### config.mk
export PLATFORM = sky130hd
export DESIGN_NAME = sound_mux_arb
export DESIGN_NICKNAME = d
export VERILOG_FILES = /design/src/rtl/sound_mux_arb.sv
export SDC_FILE = /design/constraint.sdc
export NUM_CORES = 1
export LEC_CHECK = 0
export CAP_MARGIN = 20
export CORE_MARGIN = 8
export CORE_UTILIZATION = 51
export CTS_CLUSTER_DIAMETER = 60
export DETAILED_ROUTE_END_ITERATION = 7
export PLACE_DENSITY = 0.8
export SLEW_MARGIN = 40
export SYNTH_ARGS = -nofsm -noshare
export SYNTH_HDL_FRONTEND = slang
export SYNTH_SLANG_ARGS = --single-unit
export TNS_END_PERCENT = 100
### constraint.sdc
create_clock -name clk -period 7 [get_ports clk]
set_clock_uncertainty 0.2 [all_clocks]
set_input_delay 1.75 -clock clk [delete_from_list [all_inputs] [get_ports clk]]
set_output_delay 1.75 -clock clk [all_outputs]
set_load 0.05 [all_outputs]
### src/rtl/sound_mux_arb.sv
// ---------------------------------------------------------------------------
// sound_mux_arb
//
// Arbitrates N_CH one-bit tone sources onto a single speaker pin. The game
// FSM fires one-cycle play requests; the highest requested channel plays for
// DURATION ticks. A higher-priority request preempts the current sound.
// Source switches wait for the old tone to go low, or for DRAIN_MAX cycles,
// so the speaker never shows a clipped high pulse. Mute blanks the output
// without touching timing.
//
// Ports:
//   clk       - system clock
//   rst       - synchronous reset, active low
//   req       - per-channel play request pulses (bit index = channel)
//   src       - per-channel tone square waves
//   mute      - forces the speaker low
//   speaker   - registered speaker drive
//   busy      - high while a sound is playing or draining
//   active_ch - channel currently selected, 0 when idle
// ---------------------------------------------------------------------------
module sound_mux_arb #(
    parameter int N_CH      = 4,
    parameter int CH_W      = 2,
    parameter int TICK_DIV  = 50000,
    parameter int DUR_W     = 12,
    parameter int DURATION  = 1500,
    parameter int DRAIN_MAX = 65535
) (
    input  logic            clk,
    input  logic            rst,
    input  logic [N_CH-1:0] req,
    input  logic [N_CH-1:0] src,
    input  logic            mute,
    output logic            speaker,
    output logic            busy,
    output logic [CH_W-1:0] active_ch
);

    localparam int PRE_W = $clog2(TICK_DIV);
    localparam int DRN_W = $clog2(DRAIN_MAX + 1);

    localparam logic [PRE_W-1:0] PRE_LAST = PRE_W'(TICK_DIV - 1);
    localparam logic [DUR_W-1:0] DUR_LOAD = DUR_W'(DURATION);
    localparam logic [DUR_W-1:0] DUR_ONE  = DUR_W'(1);
    localparam logic [DRN_W-1:0] DRN_LAST = DRN_W'(DRAIN_MAX - 1);

    typedef enum logic [1:0] {
        IDLE,
        PLAY,
        DRAIN
    } state_t;

    state_t            r_state;
    logic [CH_W-1:0]   r_curCh;
    logic [CH_W-1:0]   r_pendCh;
    logic              r_pendValid;
    logic [DUR_W-1:0]  r_dur;
    logic [PRE_W-1:0]  r_presc;
    logic [DRN_W-1:0]  r_drainCnt;
    logic              r_speaker;

    state_t            w_state;
    logic [CH_W-1:0]   w_curCh;
    logic [CH_W-1:0]   w_pendCh;
    logic              w_pendValid;
    logic [DUR_W-1:0]  w_dur;
    logic [PRE_W-1:0]  w_presc;
    logic [DRN_W-1:0]  w_drainCnt;
    logic              w_speaker;

    logic              w_reqAny;
    logic [CH_W-1:0]   w_reqHi;
    logic              w_srcBit;
    logic              w_tickWrap;
    logic [CH_W-1:0]   w_drainRef;

    // Priority encoder: the last set bit seen while scanning upward is the
    // highest-index (highest-priority) request.
    always_comb begin
        w_reqAny = |req;
        w_reqHi  = '0;
        for (int i = 0; i < N_CH; i++) begin
            if (req[i]) begin
                w_reqHi = CH_W'(i);
            end
        end
    end

    // Pending is only ever set above the current channel, so when it is
    // valid it alone is the bar a new drain-time request has to clear.
    assign w_srcBit   = src[r_curCh];
    assign w_tickWrap = (r_presc == PRE_LAST);
    assign w_drainRef = r_pendValid ? r_pendCh : r_curCh;

    // Next-state and next-output logic. Preemption is tested before
    // retrigger and expiry so it wins a coincident expiry tick; retrigger is
    // tested before expiry so an equal request on the last tick extends play.
    always_comb begin
        w_state     = r_state;
        w_curCh     = r_curCh;
        w_pendCh    = r_pendCh;
        w_pendValid = r_pendValid;
        w_dur       = r_dur;
        w_presc     = r_presc;
        w_drainCnt  = r_drainCnt;
        w_speaker   = 1'b0;

        case (r_state)
            IDLE: begin
                if (w_reqAny) begin
                    w_state     = PLAY;
                    w_curCh     = w_reqHi;
                    w_dur       = DUR_LOAD;
                    w_presc     = '0;
                    w_pendValid = 1'b0;
                end
            end

            PLAY: begin
                w_speaker = w_srcBit & ~mute;
                if (w_reqAny && (w_reqHi > r_curCh)) begin
                    w_state     = DRAIN;
                    w_pendCh    = w_reqHi;
                    w_pendValid = 1'b1;
                    w_drainCnt  = '0;
                end else if (w_reqAny && (w_reqHi == r_curCh)) begin
                    w_dur   = DUR_LOAD;
                    w_presc = '0;
                end else if (w_tickWrap) begin
                    w_presc = '0;
                    w_dur   = r_dur - DUR_ONE;
                    if (r_dur == DUR_ONE) begin
                        w_state     = DRAIN;
                        w_pendValid = 1'b0;
                        w_drainCnt  = '0;
                    end
                end else begin
                    w_presc = r_presc + 1'b1;
                end
            end

            DRAIN: begin
                if (w_reqAny && (w_reqHi > w_drainRef)) begin
                    w_pendCh    = w_reqHi;
                    w_pendValid = 1'b1;
                end
                // Leave only once the old tone is low (no clipped high
                // phase), or when the timeout forces a cut.
                if (!w_srcBit || (r_drainCnt == DRN_LAST)) begin
                    w_speaker  = 1'b0;
                    w_drainCnt = '0;
                    if (w_pendValid) begin
                        w_state     = PLAY;
                        w_curCh     = w_pendCh;
                        w_dur       = DUR_LOAD;
                        w_presc     = '0;
                        w_pendValid = 1'b0;
                    end else begin
                        w_state = IDLE;
                    end
                end else begin
                    w_speaker  = w_srcBit & ~mute;
                    w_drainCnt = r_drainCnt + 1'b1;
                end
            end

            default: begin
                w_state = IDLE;
            end
        endcase
    end

    // State register. Reset aborts any play or drain immediately.
    always_ff @(posedge clk) begin
        if (!rst) begin
            r_state     <= IDLE;
            r_curCh     <= '0;
            r_pendCh    <= '0;
            r_pendValid <= 1'b0;
            r_dur       <= '0;
            r_presc     <= '0;
            r_drainCnt  <= '0;
            r_speaker   <= 1'b0;
        end else begin
            r_state     <= w_state;
            r_curCh     <= w_curCh;
            r_pendCh    <= w_pendCh;
            r_pendValid <= w_pendValid;
            r_dur       <= w_dur;
            r_presc     <= w_presc;
            r_drainCnt  <= w_drainCnt;
            r_speaker   <= w_speaker;
        end
    end

    assign speaker   = r_speaker;
    assign busy      = (r_state != IDLE);
    assign active_ch = (r_state == IDLE) ? '0 : r_curCh;

endmodule

==> reports/results.ini <==
[detailed_routing]
wire_per_inst_um=15.1
dr.max_layer_used=met4
first_pass_iters=4
wl_met1_um=3380
first_iter_violations=203
drc_errors=0
avgViaCountPerCell=6.21
vias=2932
dr_wl_met3_um=210
ant_nets=0
wirelength_um=7110
wl_met2_um=3420

[clocking]
numCtsBuffers=5
cts.repair.resized=0
clk-insertion-delay-late_ns=0.30
cts-root-buf=clkbuf_8
cts_tree=built
holdBufCountCts=0
cts.clk_slew.worst_paths_ns=0.09
htree_levels=2
cts_setup_buffers=0
clkSinkCount=52
cts_max_path_buffers=2

[logic_synthesis]
synthFlopType=dfxtp_1
ys_ff_latch=52
synth_area_leaders=dfxtp_1 33%, a21oi_1 6.4%, nand2_1 4.9%
synth_cells=393
synth-edff-count=0
synth_top_area_share_pct=33.3
synth-seq-area-share_pct=33.3
yosysMostFrequentCell=dfxtp_1
synth-async-reset-ratio_pct=0
ys_warn_count=0
synth_nets=416
yosys-top-cells-count=52 x dfxtp_1, 41 x nand2_1, 40 x a21oi_1
synth_top_cell_by_area=dfxtp_1
syn_area_mm2=0.00312
syn_avg_cell_area_um2=7.94
yosysUniqueCellTypes=57

[worst_setup_path]
reg2regPathDepth=6
cp-start-kind=input pin
crit_fanout=45
endpoint_kind=flip-flop
r2r_slack_ns=3.83
arrival_ns=4.97
crit_type=in2reg
r2r_start=r_curCh[0]
r2r_end=r_dur[11]
crit_required_ns=7.03

[die]
rows=28
initial_core_util_pct=52.7
die_w_um=94.2
dieArea_mm2=0.00888
boundaryPins=15
die_h_um=94.2
coreArea_mm2=0.00592

[place]
dp.cells=464
place_worst_setup_slack_ns=1.76
gp_congestion=0.888
hpwl_um=4950
numPortBuffers=14

[cells_and_area]
layoutNonFillerInstCount=472
drive_gt1_share_pct=7.30
num-fill-cells=545
synthToLayoutAreaGrowth_pct=8.46
fin_nets=419
antennaDiodeCount=0

[worst_hold_path]
hold_class=reg2reg
holdCritStartpoint=r_presc[1]
hold_depth=2
min_to=r_presc[1]

[power_and_ir_drop]
finalPower_mw=1.04
p_leak_nw=1.15
ir_drop_mv=0.209
power_density_mw_per_mm2=308

[global_routing]
grtUsageTotal_pct=15.9
antenna_found_initial=0
grt_remaining_overflow=0
grt_max_degree=46
grt_pass1_wl_um=11700
grt_pass1_vias=2638

[sta]
finalSetupTns_ns=0
final.min_clock_period_ns=4.94
fin_hold_ws_ns=0.286
slew_violations=0
fmax_mhz=203
hold_viol=0
setup_slack_ns=2.06
fin_crit_sh_pct=70.5
maxSlewHeadroom_pct=49.9
rsz0062_at_grt=false
setup_violations=0
worstMarginPinSlew_ns=0.751

[job]
drv_cap=0

[outcome]
status=finished clean

[layer usage]
metal	GRT usage, %	up-vias
met1	19.5	1395
met5	0	-
met4	6.47	0
li1	-	1483
met3	2.24	9
met2	27.0	45
[stage by stage]
stage	utilization (%)	area [um^2]
global route	57.2	3390
floorplan	-	3120
finish	57.2	3390
CTS	57.2	3390
global placement	55.5	3290
detailed placement	55.7	3300
[cells by family after synthesis]
logic type                 synth area share, %
xor gates and xnor gates                 0.281
muxes                                     3.05
adders and majority gates                 4.81
AOI/OAI and AO/OA                         22.5
and+or+nand+nor                           31.8
DFF                                       33.3
buffers and inverters                     4.21
[worst max-delay path by stage]
| stage | start | end | slack, ns |
|---|---|---|---|
| 4_1_cts | req[3] | r_dur[11] | 2.07 |
| 6_report | req[3] | r_dur[11] | 2.06 |
| 2_1_floorplan | req[2] | r_dur[11] | 2.55 |
| 5_1_grt | req[3] | r_dur[1] | 1.91 |
| 3_5_place_dp | req[3] | r_dur[11] | 1.76 |
| 3_3_place_gp | req[3] | r_dur[8] | 1.83 |
[flip-flops by register name, indices dropped and copies added, names as in the netlist]
register / count
r_pendCh: 2
r_drainCnt: 16
speaker: 1
r_pendValid: 1
r_curCh: 2
r_dur: 12
r_state: 2
r_presc: 16
[layout make-up]
class / count / area [um^2] / share of cell area, %
multi-input cells: 310 / 1960 / 58.0
flip-flops and latches: 52 / 1040 / 30.7
repair buffers: 16 / 155 / 4.58
well taps: 75 / 93.8 / 2.77
clock buffers: 8 / 90.1 / 2.66
inverters: 11 / 41.3 / 1.22
[critical path: stages]
cell,delay (ns)
clkdlybuf4s50_1,0.51
or2_2,0.36
ha_1,0.34
and2b_1,0.18
o21ai_0,0.13
o22ai_2,0.17
or4b_4,0.78
or4_1,0.57
a21oi_1,0.17
[cell usage in the layout (no fill, tap or decap), types with 3 or more instances in the layout]
cell type	n
a21oi_1	40
o21ai_0	21
o31ai_1	7
nor2b_1	8
nand4_1	12
o32ai_1	3
nand2b_1	9
clkdlybuf4s50_1	14
or3_1	16
dfxtp_1	52
clkbuf_8	6
nand3_1	18
or4_1	9
o22ai_1	8
nor2_1	25
nor3_1	8
or2_2	5
inv_1	10
mux2i_1	5
nand4b_1	5
a31oi_1	4
o221a_2	5
nand2_1	41
o211ai_1	6
ha_1	12
and4_1	3
and3_1	4
[power by group]
part / total, mW / leakage [nW] / internal, mW / switching (mW)
Combinational: 0.481 / 0.683 / 0.178 / 0.303
Clock: 0.178 / 0.0455 / 0.0809 / 0.0966
Sequential: 0.385 / 0.423 / 0.339 / 0.0461
Note: power is estimated with default switching activity, not from simulation.
